<file path="config.mk">
export PLATFORM = sky130hd
export DESIGN_NAME = riscv_core_vec_wb_arbiter
export DESIGN_NICKNAME = d
export VERILOG_FILES = /design/src/rtl/riscv_vec_pkg.sv /design/src/rtl/riscv_vec_wb_hold.sv /design/src/rtl/riscv_core_vec_wb_arbiter.sv
export SDC_FILE = /design/constraint.sdc
export NUM_CORES = 1
export LEC_CHECK = 0
export BUFFER_PORTS_ARGS = -buffer_cell sky130_fd_sc_hd__buf_2
export CAP_MARGIN = 40
export CORE_AREA = 2 2 346 348
export CTS_CLUSTER_DIAMETER = 60
export DETAILED_ROUTE_END_ITERATION = 8
export DIE_AREA = 0 0 348 350
export PLACE_DENSITY = 0.42
export SLEW_MARGIN = 20
export SYNTH_ARGS = -nofsm -noshare
export SYNTH_HDL_FRONTEND = slang
export SYNTH_SLANG_ARGS = --single-unit
</file>
<file path="constraint.sdc">
create_clock -name clk -period 20.4 [get_ports clk]
set_input_delay 2.04 -clock clk [delete_from_list [all_inputs] [get_ports clk]]
set_output_delay 2.04 -clock clk [all_outputs]
set_load 0.02 [all_outputs]
</file>
<file path="src/rtl/riscv_vec_pkg.sv">
// Shared definitions for the vector writeback path: widths, requester
// indices and the holding-entry payload.
package riscv_vec_pkg;

  localparam int DW   = 256;
  localparam int AW   = 5;
  localparam int VLW  = 32;
  localparam int NREG = 32;

  localparam logic REQ_ALU = 1'b0;
  localparam logic REQ_LD  = 1'b1;

  typedef struct packed {
    logic [AW-1:0]  waddr;
    logic [DW-1:0]  wdata;
    logic           wvlen;
    logic [VLW-1:0] wvl;
  } hold_t;

endpackage

</file>
<file path="src/rtl/riscv_vec_wb_hold.sv">
// One-entry writeback holding register; accepts a new entry in the same
// cycle the current one is drained.
module riscv_vec_wb_hold
  import riscv_vec_pkg::*;
(
  input  logic  clk,
  input  logic  reset_n,
  input  logic  i_enq_val,
  output logic  o_enq_rdy,
  input  hold_t i_enq_data,
  input  logic  i_deq,
  output logic  o_valid,
  output hold_t o_data
);

  logic  r_valid;
  hold_t r_data;
  logic  w_enq;

  assign o_enq_rdy = !r_valid || i_deq;
  assign w_enq     = i_enq_val && o_enq_rdy;

  always_ff @(posedge clk) begin
    if (!reset_n) begin
      r_valid <= 1'b0;
    end else if (w_enq) begin
      r_valid <= 1'b1;
    end else if (i_deq) begin
      r_valid <= 1'b0;
    end
  end

  // Payload needs no reset; it is only observed while r_valid is set.
  always_ff @(posedge clk) begin
    if (w_enq) begin
      r_data <= i_enq_data;
    end
  end

  assign o_valid = r_valid;
  assign o_data  = r_data;

endmodule

</file>
<file path="src/rtl/riscv_core_vec_wb_arbiter.sv">
// Arbitrates the vector regfile write port between the ALU and load unit,
// round-robin except that same-destination writes retire oldest first.
module riscv_core_vec_wb_arbiter #(
  parameter int DW  = 256,
  parameter int AW  = 5,
  parameter int VLW = 32
) (
  input  logic           clk,
  input  logic           reset_n,
  input  logic           alu_val,
  output logic           alu_rdy,
  input  logic [AW-1:0]  alu_waddr,
  input  logic [DW-1:0]  alu_wdata,
  input  logic           alu_wvlen,
  input  logic [VLW-1:0] alu_wvl,
  input  logic           ld_val,
  output logic           ld_rdy,
  input  logic [AW-1:0]  ld_waddr,
  input  logic [DW-1:0]  ld_wdata,
  output logic           wen_p,
  output logic [AW-1:0]  waddr_p,
  output logic [DW-1:0]  wdata_p,
  output logic           wvlen_p,
  output logic [VLW-1:0] wvl_p,
  output logic [31:0]    pend_mask,
  output logic           idle
);

  import riscv_vec_pkg::*;

  hold_t w_alu_in, w_ld_in, w_h0, w_h1;
  logic  w_h0_val, w_h1_val;
  logic  w_grant0, w_grant1, w_sel;
  logic  w_alu_hs, w_ld_hs, w_h0_next, w_h1_next;
  logic  r_rr, r_old;

  assign w_alu_in = '{waddr: alu_waddr, wdata: alu_wdata, wvlen: alu_wvlen, wvl: alu_wvl};
  assign w_ld_in  = '{waddr: ld_waddr, wdata: ld_wdata, wvlen: 1'b0, wvl: '0};

  riscv_vec_wb_hold u_h0 (
    .clk        (clk),
    .reset_n    (reset_n),
    .i_enq_val  (alu_val),
    .o_enq_rdy  (alu_rdy),
    .i_enq_data (w_alu_in),
    .i_deq      (w_grant0),
    .o_valid    (w_h0_val),
    .o_data     (w_h0)
  );

  riscv_vec_wb_hold u_h1 (
    .clk        (clk),
    .reset_n    (reset_n),
    .i_enq_val  (ld_val),
    .o_enq_rdy  (ld_rdy),
    .i_enq_data (w_ld_in),
    .i_deq      (w_grant1),
    .o_valid    (w_h1_val),
    .o_data     (w_h1)
  );

  // Same destination forces age order so the later write lands last.
  always_comb begin
    w_grant0 = 1'b0;
    w_grant1 = 1'b0;
    w_sel    = r_rr;
    if (reset_n) begin
      if (w_h0_val && w_h1_val) begin
        w_sel    = (w_h0.waddr == w_h1.waddr) ? r_old : r_rr;
        w_grant0 = (w_sel == REQ_ALU);
        w_grant1 = (w_sel == REQ_LD);
      end else begin
        w_grant0 = w_h0_val;
        w_grant1 = w_h1_val;
      end
    end
  end

  assign w_alu_hs  = alu_val && alu_rdy;
  assign w_ld_hs   = ld_val && ld_rdy;
  assign w_h0_next = w_alu_hs || (w_h0_val && !w_grant0);
  assign w_h1_next = w_ld_hs || (w_h1_val && !w_grant1);

  always_ff @(posedge clk) begin
    if (!reset_n) begin
      r_rr  <= REQ_ALU;
      r_old <= REQ_ALU;
    end else begin
      if (w_grant0) begin
        r_rr <= REQ_LD;
      end else if (w_grant1) begin
        r_rr <= REQ_ALU;
      end
      if (w_h0_next && w_h1_next) begin
        if (w_alu_hs && w_ld_hs) begin
          r_old <= REQ_ALU;
        end else if (w_alu_hs) begin
          r_old <= REQ_LD;
        end else if (w_ld_hs) begin
          r_old <= REQ_ALU;
        end
      end else if (w_h0_next) begin
        r_old <= REQ_ALU;
      end else if (w_h1_next) begin
        r_old <= REQ_LD;
      end
    end
  end

  // Register 0 is hardwired, so its entries drain without a write strobe.
  always_comb begin
    wen_p   = 1'b0;
    waddr_p = '0;
    wdata_p = '0;
    if (w_grant0) begin
      wen_p   = (w_h0.waddr != '0);
      waddr_p = w_h0.waddr;
      wdata_p = w_h0.wdata;
    end else if (w_grant1) begin
      wen_p   = (w_h1.waddr != '0);
      waddr_p = w_h1.waddr;
      wdata_p = w_h1.wdata;
    end
  end

  assign wvlen_p = w_grant0 && w_h0.wvlen;
  assign wvl_p   = wvlen_p ? w_h0.wvl : '0;

  always_comb begin
    pend_mask = '0;
    if (w_h0_val) begin
      pend_mask[w_h0.waddr] = 1'b1;
    end
    if (w_h1_val) begin
      pend_mask[w_h1.waddr] = 1'b1;
    end
    pend_mask[0] = 1'b0;
  end

  assign idle = !w_h0_val && !w_h1_val;

endmodule

</file>
# Yosys cells after proc, flatten, opt, wreduce, memory -nomap -nowiden
# Index checks and enable logic that the tools add are counted.
# word_totals
mem_bits_rw	0
out_inout_bits	330
latch_bits	0
romBits	0
word_cells	73
n_memories	0
reg_bits	559
# classes
div	0
magnitude_cmp	4
bitwise	2
reduce_logical	26
shift	0
n_mul	0
mux	29
addsub	0
n_eq_ne	2
# ops
op	count
$mux 256	2
$mux 32	3
$or 32x32->32	1
$mux 1	20
$lt 5x6->1 const B	2
$logic_and 1x1->1	11
$demux 1 s5	2
$ge 5x1->1 const B	2
$mux 5	2
$reduce_bool 5->1	2
$reduce_bool 2->1	3
$eq 5x5->1	1
$logic_not 1->1	4
$logic_or 1x1->1	4
$ne 4x3->1 const B	1
$reduce_bool 3->1	1
$reduce_and 2->1	1
$not 1->1	1

# Longest topological paths before layout
# logic_depth
depth_word	11
ltp_mapped	9

# Cells and area by module
# A second synthesis with hierarchy kept.
# unflattened
cells_unflattened	1067
area_unflattened_um2	21455.6
# modules_own_cells
mod	n_inst	cells_per_inst	seq_area_each_um2	area_each_um2
riscv_vec_wb_hold	2	299	8848.5	8886.0
riscv_core_vec_wb_arbiter	1	469	40.0	3683.5

# Worst setup path after synthesis
# No wires, ideal clock.
# synth_timing
path_kind	input port to flip-flop
startpoint	in reset_n
endpoint	reg u_h1.r_data, in the netlist u_h1.o_data[100], enable pin
cell_stages	2
t_arrival_ps	20924
required_time_ps	19114
setup_ps	1286
path_slack_ps	-1810
path_cell_list	nand3_1 -> a21boi_0
# synth_via
elab_chain_cells	3
# synth_rtl
element	line	text
start, declared	riscv_core_vec_wb_arbiter.sv:9	input logic reset_n,
$mux 1	riscv_core_vec_wb_arbiter.sv:67	if (reset_n) begin
$logic_or 1x1->1	riscv_vec_wb_hold.sv:20	assign o_enq_rdy = !r_valid || i_deq;
$logic_and 1x1->1	riscv_vec_wb_hold.sv:21	assign w_enq = i_enq_val && o_enq_rdy;
via u_h1.w_enq	riscv_vec_wb_hold.sv:18	logic w_enq;
end signal, assigned	riscv_vec_wb_hold.sv:36	r_data <= i_enq_data;
end, declared	riscv_vec_wb_hold.sv:17	hold_t r_data;
# The timed path passes the listed nets, and every way through them passes these cells.
# A chain may end at the register's enable or synchronous reset.

# Worst setup path after layout
# layout_timing
startpoint	reg u_h1.r_data, in the netlist u_h1.o_data[292]
endpoint	out wdata_p[29]
# layout_via
elab_chain_cells	6
# layout_rtl
element	line	text
$eq 5x5->1 (*)	riscv_core_vec_wb_arbiter.sv:69	w_sel = (w_h0.waddr == w_h1.waddr) ? r_old : r_rr;
$mux 1 (*)	riscv_core_vec_wb_arbiter.sv:69	
$mux 1 or $not 1->1 (tied branches)	riscv_core_vec_wb_arbiter.sv:68, riscv_core_vec_wb_arbiter.sv:70	
$mux 1 (on tied branches)	riscv_core_vec_wb_arbiter.sv:67, riscv_core_vec_wb_arbiter.sv:68	
$mux 256 or $mux 1 (tied branches)	riscv_core_vec_wb_arbiter.sv:119, riscv_core_vec_wb_arbiter.sv:67	
$mux 256 (*)	riscv_core_vec_wb_arbiter.sv:115	if (w_grant0) begin
end, declared	riscv_core_vec_wb_arbiter.sv:22	output logic [DW-1:0] wdata_p,
# Every way passes the cells marked *; elsewhere a longest branch is shown, timed or not.

==> flow_metrics.py <==
metrics = {
    "clocking": {
        "clock_path_buffers": 3,
        "cts-root-buf": "clkbuf_16",
        "clk_pin_slew_worst_paths_ns": 0.06,
        "cts_setup_buffers": 0,
        "cts_tree": "yes",
        "cts_buffers": 74,
        "cts.htree.levels": 3,
        "clkLatencyLatePin_ns": 0.62,
        "hold_buffers": 0,
        "postCtsResizedCells": 0,
        "clock-sinks": 559,
    },
    "synth": {
        "netlist_top_cells_area": "edfxtp_1 81%, a22o_1 11%, buf_6 2.6%",
        "syn_inst": 1031,
        "synth_nets": 1590,
        "syn_area_sq_mm": 0.02063,
        "synth_common_cells": "555 x edfxtp_1, 258 x a22o_1, 48 x buf_6",
        "yosysSeqAreaShare_pct": 81.18,
        "synth_edf_count": 555,
        "ys_async_sr_fraction_pct": 0,
        "yosys_warnings": 0,
        "synth_top_area_share_pct": 80.79,
        "synth_most_common_cell": "edfxtp_1",
        "ys_types": 35,
        "ys_ff_latch": 559,
        "yosysTopAreaCell": "edfxtp_1",
        "synth_top_flop_cell": "edfxtp_1",
        "avgSynthCellArea_sq_um": 20.01,
    },
    "outcome": {
        "status": "finished, final reports clean",
    },
    "timing": {
        "setup_viol": 0,
        "hold_viol": 0,
        "fin_skew_ns": 0.01638,
        "fin_crit_sh_pct": 33.91,
        "min_period_ns": 6.917,
        "final-max-slew-violation-count": 0,
        "worstMarginPinSlew_ns": 0.9017,
        "rsz0062_at_grt": "no",
        "setup_tns_ns": 0,
        "hold_slack_ns": 0.6221,
        "fmax_ghz": 0.1446,
        "relSlewSlack_pct": 39.89,
    },
    "worst_setup_path": {
        "cp.arrival_ns": 4.88,
        "critPathKind": "reg -> out",
        "crit_fanout": 62,
        "cp-start-kind": "register",
        "end_kind": "output port",
        "required_ns": 18.36,
    },
    "detailed_routing": {
        "drt_iter0_drc": 865,
        "remaining_drc_errors": 0,
        "drt.antenna.violating_nets": 0,
        "drt-total-wl_um": 74710,
        "avgViaCountPerCell": 3.892,
        "wl_per_cell_um": 21.04,
        "dr.pass1.iters": 6,
        "num_vias": 13820,
    },
    "global_routing": {
        "grt_pass1_wl_um": 102400,
        "grt_usage_pct": 11.52,
        "grt_remaining_overflow": 0,
        "antenna_found_initial": 29,
        "grt_pass1_vias": 14900,
        "grt_max_degree": 136,
    },
    "power": {
        "p_leak_nw": 11.94,
        "internal_power_mw": 2.196,
        "power_switching_mw": 0.6887,
        "ir_drop_mv": 0.06421,
        "p_sw_share_pct": 23.88,
        "p_seq_share_pct": 47.8,
        "powerDensity_mw_per_mm2": 99.16,
        "p_clk_share_pct": 44.1,
        "combPwrFrac_pct": 8.1,
    },
    "die": {
        "core_area_sq_mm": 0.1178,
        "dieArea_sq_mm": 0.1218,
        "start_util_pct": 17.52,
        "die_x_um": 348,
        "dieHeight_um": 350,
        "io_pins": 889,
        "num_rows": 126,
    },
    "placement": {
        "dpl.hpwl_um": 55230,
        "port_buffers": 887,
        "routabilityCongestion": 0.9078,
    },
    "final_layout": {
        "layout-drive-gt1-share_pct": 52.05,
        "final_nets": 2500,
        "num-fill-cells": 12300,
        "synthToLayoutAreaGrowth_pct": 41.01,
    },
    "job": {
        "drv_cap": 0,
    },
    "min_path": {
        "holdCritPathClass": "reg -> reg",
    },
}
## power by group through the flow
stage | Clock [mW] | Sequential [mW] | Combinational, mW
detailed placement | 0 | 1.40 | 0.236
global placement | 0 | 1.40 | 0.229
finish | 1.27 | 1.38 | 0.234
global route | 1.36 | 1.38 | 0.251
CTS | 1.32 | 1.38 | 0.236
floorplan | 0 | 1.42 | 0.121
## state kept, by name, indices dropped and copies added (netlist names)
register,flops
u_h0.o_valid,1
u_h1.o_valid,1
u_h1.o_data,261
u_h0.o_data,294
r_rr,1
r_old,1
## worst paths after layout
kind	start	end	slack, ns	cells after the start
min	r_rr$_SDFFE_PN0P_	r_rr$_SDFFE_PN0P_	0.62	2
max reg2reg	u_h1.o_data[292]$_DFFE_PP_	u_h0.o_data[68]$_DFFE_PP_	15.30	10
max	u_h1.o_data[292]$_DFFE_PP_	wdata_p[29]	13.48	9
min reg2reg	r_rr$_SDFFE_PN0P_	r_rr$_SDFFE_PN0P_	0.62	2
## per-stage QoR
stage	instance area, sq um	setup slack [ns]	cells	utilization [%]	power (mW)
2_1_floorplan	20630	2.702	1031	-	1.540
3_3_place_gp	26430	13.53	3392	22.44	1.632
3_5_place_dp	26540	13.43	3397	22.54	1.637
4_1_cts	28940	13.31	3530	24.58	2.936
5_1_grt	29070	13.22	3545	24.69	2.993
6_report	29090	13.48	3551	24.70	2.884
## worst max-delay path, cell delays in order, from the launching register on
cell      delay [ns]
edfxtp_1        0.62
xor2_1          0.23
nor2_1          0.49
a211o_1         0.27
and4_4          0.62
buf_4           0.72
buf_4           0.51
buf_12          0.28
a22o_1          0.20
buf_2           0.17
## cell usage in the layout, fill, tap and decap left out, drive strengths merged, types with 4 or more instances in the layout
| cell | n |
|---|---|
| clkinvlp | 6 |
| nand3 | 5 |
| bufinv | 5 |
| nor2 | 5 |
| nand3b | 8 |
| or3 | 7 |
| diode | 17 |
| and3 | 32 |
| buf | 913 |
| inv | 16 |
| clkinv | 20 |
| o22ai | 32 |
| or3b | 4 |
| dfxtp | 4 |
| edfxtp | 555 |
| nand2 | 8 |
| xor2 | 5 |
| a22o | 261 |
| clkbuf | 90 |
## layout make-up
cell class | instances | area (sq um) | area share [%]
clock inverters | 43 | 445.4 | 1.531
clock buffers | 90 | 1954 | 6.719
multi-input cells | 389 | 3167 | 10.89
flip-flops and latches | 559 | 16750 | 57.57
repair buffers | 913 | 4797 | 16.49
inverters | 4 | 15.01 | 0.05162
well taps | 1536 | 1922 | 6.607
diodes | 17 | 42.54 | 0.1462
## logic make-up (layout without fill, tap and decap cells)
kind of cell,count (synthesis),count (layout),share of synthesized area [%]
buffers and inverters,83,1050,3.591
AO/OA/AOI/OAI,306,306,12.48
XOR/XNOR,5,5,0.3215
other,1,18,0.01818
flip-flops,559,559,81.18
AND/OR/NAND/NOR,77,77,2.414
## per-layer routing
metal	track usage, %	routed length, um	vias up
met5	0	96	-
met4	5.345	2739	14
met3	3.987	6353	145
met2	19.98	38110	718
met1	12.64	27410	6772
li1	-	-	6172
(Power assumes the default switching activity.)
